--- config.mk ---
export PLATFORM = sky130hd
export DESIGN_NAME = pc_fetch_unit
export DESIGN_NICKNAME = d
export VERILOG_FILES = /design/src/rtl/pc_pkg.sv /design/src/rtl/pc_next_logic.sv /design/src/rtl/pc_fetch_unit.sv
export SDC_FILE = /design/constraint.sdc
export NUM_CORES = 1
export LEC_CHECK = 0
export ABC_CLOCK_PERIOD_IN_PS = 3700
export BUFFER_PORTS_ARGS = -buffer_cell sky130_fd_sc_hd__buf_2
export CAP_MARGIN = 20
export CORE_MARGIN = 1
export CORE_UTILIZATION = 56
export DETAILED_ROUTE_END_ITERATION = 16
export GPL_ROUTABILITY_DRIVEN = 0
export MAX_ROUTING_LAYER = met4
export PLACE_DENSITY = 0.82
export SYNTH_ARGS = -nofsm -noshare
export SYNTH_HDL_FRONTEND = slang
export SYNTH_HIERARCHICAL = 1
export SYNTH_SLANG_ARGS = --single-unit
export TNS_END_PERCENT = 20
--- constraint.sdc ---
create_clock -name clk -period 3.7 [get_ports clk]
set_input_delay 0.37 -clock clk [delete_from_list [all_inputs] [get_ports clk]]
set_output_delay 0.37 -clock clk [all_outputs]
set_load 0.02 [all_outputs]
--- src/rtl/pc_pkg.sv ---
// Shared types and constants for the program-counter / fetch stage.
package pc_pkg;

  typedef enum logic [1:0] {
    PC_SEQ  = 2'd0,
    PC_BR   = 2'd1,
    PC_JALR = 2'd2,
    PC_RSV  = 2'd3
  } pc_src_e;

  typedef enum logic [1:0] {
    BOOT = 2'd0,
    RUN  = 2'd1,
    HALT = 2'd2,
    TRAP = 2'd3
  } fetch_state_e;

  localparam int PC_STEP = 4;

endpackage

--- src/rtl/pc_next_logic.sv ---
// Combinational next-PC selection and target alignment check.
module pc_next_logic
  import pc_pkg::*;
#(
  parameter int XLEN = 32
) (
  input  logic [XLEN-1:0] pc,
  input  pc_src_e         pc_src,
  input  logic [XLEN-1:0] imm,
  input  logic [XLEN-1:0] rs1_data,
  output logic [XLEN-1:0] next_pc,
  output logic            misaligned
);

  logic [XLEN-1:0] seq_target;
  logic [XLEN-1:0] br_target;
  logic [XLEN-1:0] jr_sum;
  logic [XLEN-1:0] jr_target;

  assign seq_target = pc + XLEN'(PC_STEP);
  assign br_target  = pc + imm;
  assign jr_sum     = rs1_data + imm;
  assign jr_target  = {jr_sum[XLEN-1:1], 1'b0};

  always_comb begin
    next_pc = seq_target;
    case (pc_src)
      PC_BR:   next_pc = br_target;
      PC_JALR: next_pc = jr_target;
      default: next_pc = seq_target;
    endcase
  end

  // JALR already has bit 0 cleared, so a single two-bit check covers every source.
  assign misaligned = (next_pc[1:0] != 2'b00);

endmodule

--- src/rtl/pc_fetch_unit.sv ---
// Fetch stage: PC register, BOOT/RUN/HALT/TRAP control and sticky trap capture.
module pc_fetch_unit
  import pc_pkg::*;
#(
  parameter int              XLEN         = 32,
  parameter logic [XLEN-1:0] RESET_VECTOR = '0
) (
  input  logic            clk,
  input  logic            rst_n,
  input  logic            stall,
  input  logic            halt,
  input  logic [1:0]      pc_src,
  input  logic [XLEN-1:0] imm,
  input  logic [XLEN-1:0] rs1_data,
  output logic [XLEN-1:0] pc,
  output logic [XLEN-1:0] pc_plus4,
  output logic            fetch_valid,
  output logic            trap,
  output logic [XLEN-1:0] trap_target,
  output logic [1:0]      state
);

  fetch_state_e    state_q, state_d;
  logic [XLEN-1:0] pc_q, pc_d;
  logic [XLEN-1:0] tt_q, tt_d;
  logic [XLEN-1:0] next_pc;
  logic            misaligned;

  pc_next_logic #(.XLEN(XLEN)) u_next (
    .pc         (pc_q),
    .pc_src     (pc_src_e'(pc_src)),
    .imm        (imm),
    .rs1_data   (rs1_data),
    .next_pc    (next_pc),
    .misaligned (misaligned)
  );

  always_ff @(posedge clk or negedge rst_n) begin
    if (!rst_n) begin
      state_q <= BOOT;
      pc_q    <= RESET_VECTOR;
      tt_q    <= '0;
    end else begin
      state_q <= state_d;
      pc_q    <= pc_d;
      tt_q    <= tt_d;
    end
  end

  // RUN priority: halt, then stall (which also suppresses the alignment check), then trap.
  always_comb begin
    state_d = state_q;
    pc_d    = pc_q;
    tt_d    = tt_q;
    case (state_q)
      BOOT: state_d = halt ? HALT : RUN;
      RUN: begin
        if (halt) begin
          state_d = HALT;
        end else if (stall) begin
          pc_d = pc_q;
        end else if (misaligned) begin
          state_d = TRAP;
          tt_d    = next_pc;
        end else begin
          pc_d = next_pc;
        end
      end
      default: state_d = state_q;
    endcase
  end

  assign pc          = pc_q;
  assign pc_plus4    = pc_q + XLEN'(PC_STEP);
  assign fetch_valid = (state_q == RUN);
  assign trap        = (state_q == TRAP);
  assign trap_target = tt_q;
  assign state       = state_q;

endmodule

==> flow_metrics.env <==
export IMPL_peakVddDrop_mv=0.3498
export IMPL_critPathMaxStageDelay_ps=510
export IMPL_worstSkewPairLatency_ps=330
export IMPL_cts_sinks=66
export IMPL_pwr_share_comb_pct=37.4
export IMPL_arrival_ps=3520
export IMPL_synth_largest_area_cell="sky130_fd_sc_hd__dfrtp_1"
export IMPL_drc=0
export IMPL_placement_io_buffers=169
export IMPL_layout_worst_path_cycle_share_pct=89.75
export IMPL_cts_buffers=9
export IMPL_r2r_worst_path_cells=11
export IMPL_grt_start_max_net_pins=46
export IMPL_number_of_antenna_violations_at_the_first_check_in_global_routing=1
export IMPL_post_synth_instance_area_sq_mm=0.007453
export IMPL_drv_cap=0
export IMPL_critPathCaptureType="flip-flop"
export IMPL_cp_cell_sequence="ha_1, and3_1, a221o_1, a31oi_2, o21ai_1, a21oi_1, o21ai_1, xnor2_1, a221oi_1, a21oi_1, mux2_2"
export IMPL_antenna_left=0
export IMPL_ys_dominant_reg_cell="sky130_fd_sc_hd__dfrtp_1"
export IMPL_power_switching_share_pct=35.11
export IMPL_area_growth_pct=19.29
export IMPL_grt_first_pass_wirelength_mm=35.09
export IMPL_timing_critical_path_depth=11
export IMPL_cts_post_setup_buffers_inserted=0
export IMPL_grt_util_all_layers_pct=32.68
export IMPL_path_max_fanout=7
export IMPL_postCtsResizedCells=0
export IMPL_floorplan_die_height_microns=117.4
export IMPL_timing_critical_path_from_type="flip-flop"
export IMPL_met1Wirelength_mm=9.862
export IMPL_drive_above_1_share_pct=28.63
export IMPL_finalClockSkew_ps=5.148
export IMPL_fp_row_count=41
export IMPL_power_frac_seq_pct=29.9
export IMPL_asyncSetResetFlopFracSynth_pct=100.0
export IMPL_seq_total_area_yosys_pct=22.16
export IMPL_via_count=7416
export IMPL_final_max_slew_violation_count=0
export IMPL_remaining_overflow_grt=0
export IMPL_yosys_register_bits=66
export IMPL_cts_hold_buffers=0
export IMPL_post_synth_top_area_fraction_pct=22.16
export IMPL_dp_worst_setup_slack_ps=410.7
export IMPL_p_sw_w=0.0009617
export IMPL_num_io_pins=170
export IMPL_power_static_leakage_nw=4.487
export IMPL_routed_wire_length_per_instance_microns=18.18
export IMPL_clock_tree_htree_level_count=3
export IMPL_path_delay_family="compound AO/OA/AOI/OAI gates"
export IMPL_tritoncts="built"
export IMPL_via_per_inst=6.109
export IMPL_first_drt_iteration_drcs=622
export IMPL_post_dp_hpwl_mm=16.94
export IMPL_number_of_global_route_vias_before_repair=6819
export IMPL_ctsRootBufferMaster="sky130_fd_sc_hd__clkbuf_16"
export IMPL_post_route_worst_setup_slack_ps=379.2
export IMPL_worstPathBufferInverterCount=0
export IMPL_nets=1173
export IMPL_power_density_mw_per_mm2=308.1
export IMPL_outcome="complete, no violations"
export IMPL_final_period_minus_worst_setup_slack_ps=3321
export IMPL_fin_util_pct=69.61
export IMPL_timing_setup_tns_ps=0
export IMPL_maxClockFrequency_mhz=301.1
export IMPL_timing_hold_worst_class="input port to async pin"
export IMPL_synth_net_count=998
export IMPL_topRoutingLayerUsed="met4"
export IMPL_slew_limit_headroom_pct=36.49
export IMPL_finalSetupViolations=0
export IMPL_initial_utilization_pct=58.35
export IMPL_yosys_warnings=6
export IMPL_synthCells=861
export IMPL_placeableCoreArea_sq_mm=0.01277
export IMPL_postRouteWirelength_mm=22.07
export IMPL_worstMarginPinSlew_ps=952.6
export IMPL_clkPwrFrac_pct=32.7
export IMPL_timing_setup_critical_path_class="flip-flop to flip-flop"
export IMPL_power_internal_w=0.001777
export IMPL_dieArea_sq_mm=0.01377
export IMPL_cp_slowest_cell="sky130_fd_sc_hd__dfrtp_1"
export IMPL_first_pass_iters=6
export IMPL_cts_buffer_depth=2
export IMPL_fp_dieW_microns=117.4
export IMPL_report_final_hold_viol_count=0
export IMPL_synth_area_leaders="sky130_fd_sc_hd__dfrtp_1 22%, sky130_fd_sc_hd__ha_1 11%, sky130_fd_sc_hd__mux2_2 9.7%"
export IMPL_clkTransAtPathRegs_ps=50
export IMPL_setup_repair_after_global_routing_missed_its_margin="no"
export IMPL_syn_mean_instance_area_sq_um=8.657
export IMPL_worstPathRequired_ps=3900
export IMPL_yosysUniqueCellTypes=81
export IMPL_routed_length_on_met2_mm=9.514
export IMPL_routed_length_on_met3_mm=2.421
export IMPL_synth_enable_flop_cells=0
## stage by stage
step                power, W  area [sq um]  hold WS [ps]  std cells
detailed placement  0.001821          8574         489.1       1197
CTS                 0.002725          8889         212.4       1213
global route        0.002869          8891         250.9       1214
global placement    0.001805          8574         482.7       1197
floorplan           0.001514          7453         74.41        861
finish              0.002739          8891         189.4       1214
## cells in the final DEF, fill, tap and decap left out, drive strengths merged, types with 8 or more instances in the layout
cell type	count
nand4	24
nor2	45
ha	65
nor2b	10
nand2	77
inv	31
nand3	36
dfrtp	66
mux2	64
a31oi	8
xnor2	66
a21oi	81
and3	8
clkbuf	14
buf	194
a221oi	24
a21o	33
o21ai	36
xor2	47
nor3	12
## routing by layer
layer	global-route usage, %	vias to the layer above
met3	6.080	27
met4	8.036	0
met5	-	-
met2	46.78	383
met1	47.09	3457
li1	-	3549
## flip-flops by register name, summed over array words and instances, names as in the netlist
| name | count |
|---|---|
| pc | 32 |
| trap_target | 32 |
| state | 2 |
## area by class of cell
cell class              instances  area, sq um
diodes                          1        2.502
clock buffers                  14        254.0
clock inverters                 2        60.06
fillers                      1032         3882
inverters                      31        116.4
multi-input cells             734         5545
flip-flops and latches         66         1652
well taps                     172        215.2
repair buffers                194         1046
## logic make-up (layout without fill, tap and decap cells)
| family | count (synthesis) | in the layout | share of synthesized area [%] |
|---|---|---|---|
| buffers and inverters | 61 | 241 | 3.559 |
| AO/OA/AOI/OAI | 239 | 239 | 21.72 |
| adder cells (fa/ha/maj) | 67 | 67 | 11.45 |
| other | 0 | 1 | 0 |
| AND/OR/NAND/NOR | 248 | 248 | 17.76 |
| XOR/XNOR | 113 | 113 | 13.28 |
| multiplexers | 67 | 67 | 10.07 |
| flip-flops | 66 | 66 | 22.16 |
## worst paths after layout
check                                                    to                   startpoint  slack, ps
worst min register to register  trap_target[26]$_DFFE_PN0P_  trap_target[26]$_DFFE_PN0P_        500
min in group clk                       state[0]$_DFFE_PN0P_                         halt        240
worst min-delay path            trap_target[31]$_DFFE_PN0P_                        rst_n        190
worst max-delay path                     pc[21]$_DFFE_PN0P_           pc[10]$_DFFE_PN0P_        380
worst max register to register           pc[21]$_DFFE_PN0P_           pc[10]$_DFFE_PN0P_        380
max in group asynchronous        trap_target[0]$_DFFE_PN0P_                        rst_n       2620
## power by group through the flow
stage / clock network (W) / registers [W] / logic (W)
after floorplan: 0 / 0.000881 / 0.000633
after global placement: 0 / 0.000826 / 0.000979
after detailed placement: 0 / 0.000828 / 0.000994
after CTS: 0.000905 / 0.000817 / 0.00100
after global routing: 0.000937 / 0.000825 / 0.00111
final: 0.000896 / 0.000820 / 0.00102
## Yosys cell counts, drive strengths merged (3+ instances only)
| cell type | count |
|---|---|
| a211oi | 5 |
| a21boi | 3 |
| a21o | 33 |
| a21oi | 81 |
| a221o | 3 |
| a221oi | 24 |
| a22oi | 3 |
| a31o | 4 |
| a31oi | 8 |
| and2 | 3 |
| and3 | 8 |
| and4 | 7 |
| buf | 10 |
| clkbuf | 19 |
| dfrtp | 66 |
| ha | 65 |
| inv | 31 |
| mux2 | 64 |
| mux2i | 3 |
| nand2 | 77 |
| nand2b | 7 |
| nand3 | 36 |
| nand4 | 24 |
| nor2 | 45 |
| nor2b | 10 |
| nor3 | 12 |
| nor4 | 7 |
| o211ai | 5 |
| o21a | 6 |
| o21ai | 36 |
| o21bai | 7 |
| o221ai | 4 |
| o311a | 3 |
| o31ai | 3 |
| xnor2 | 66 |
| xor2 | 47 |
(Power assumes the default switching activity.)
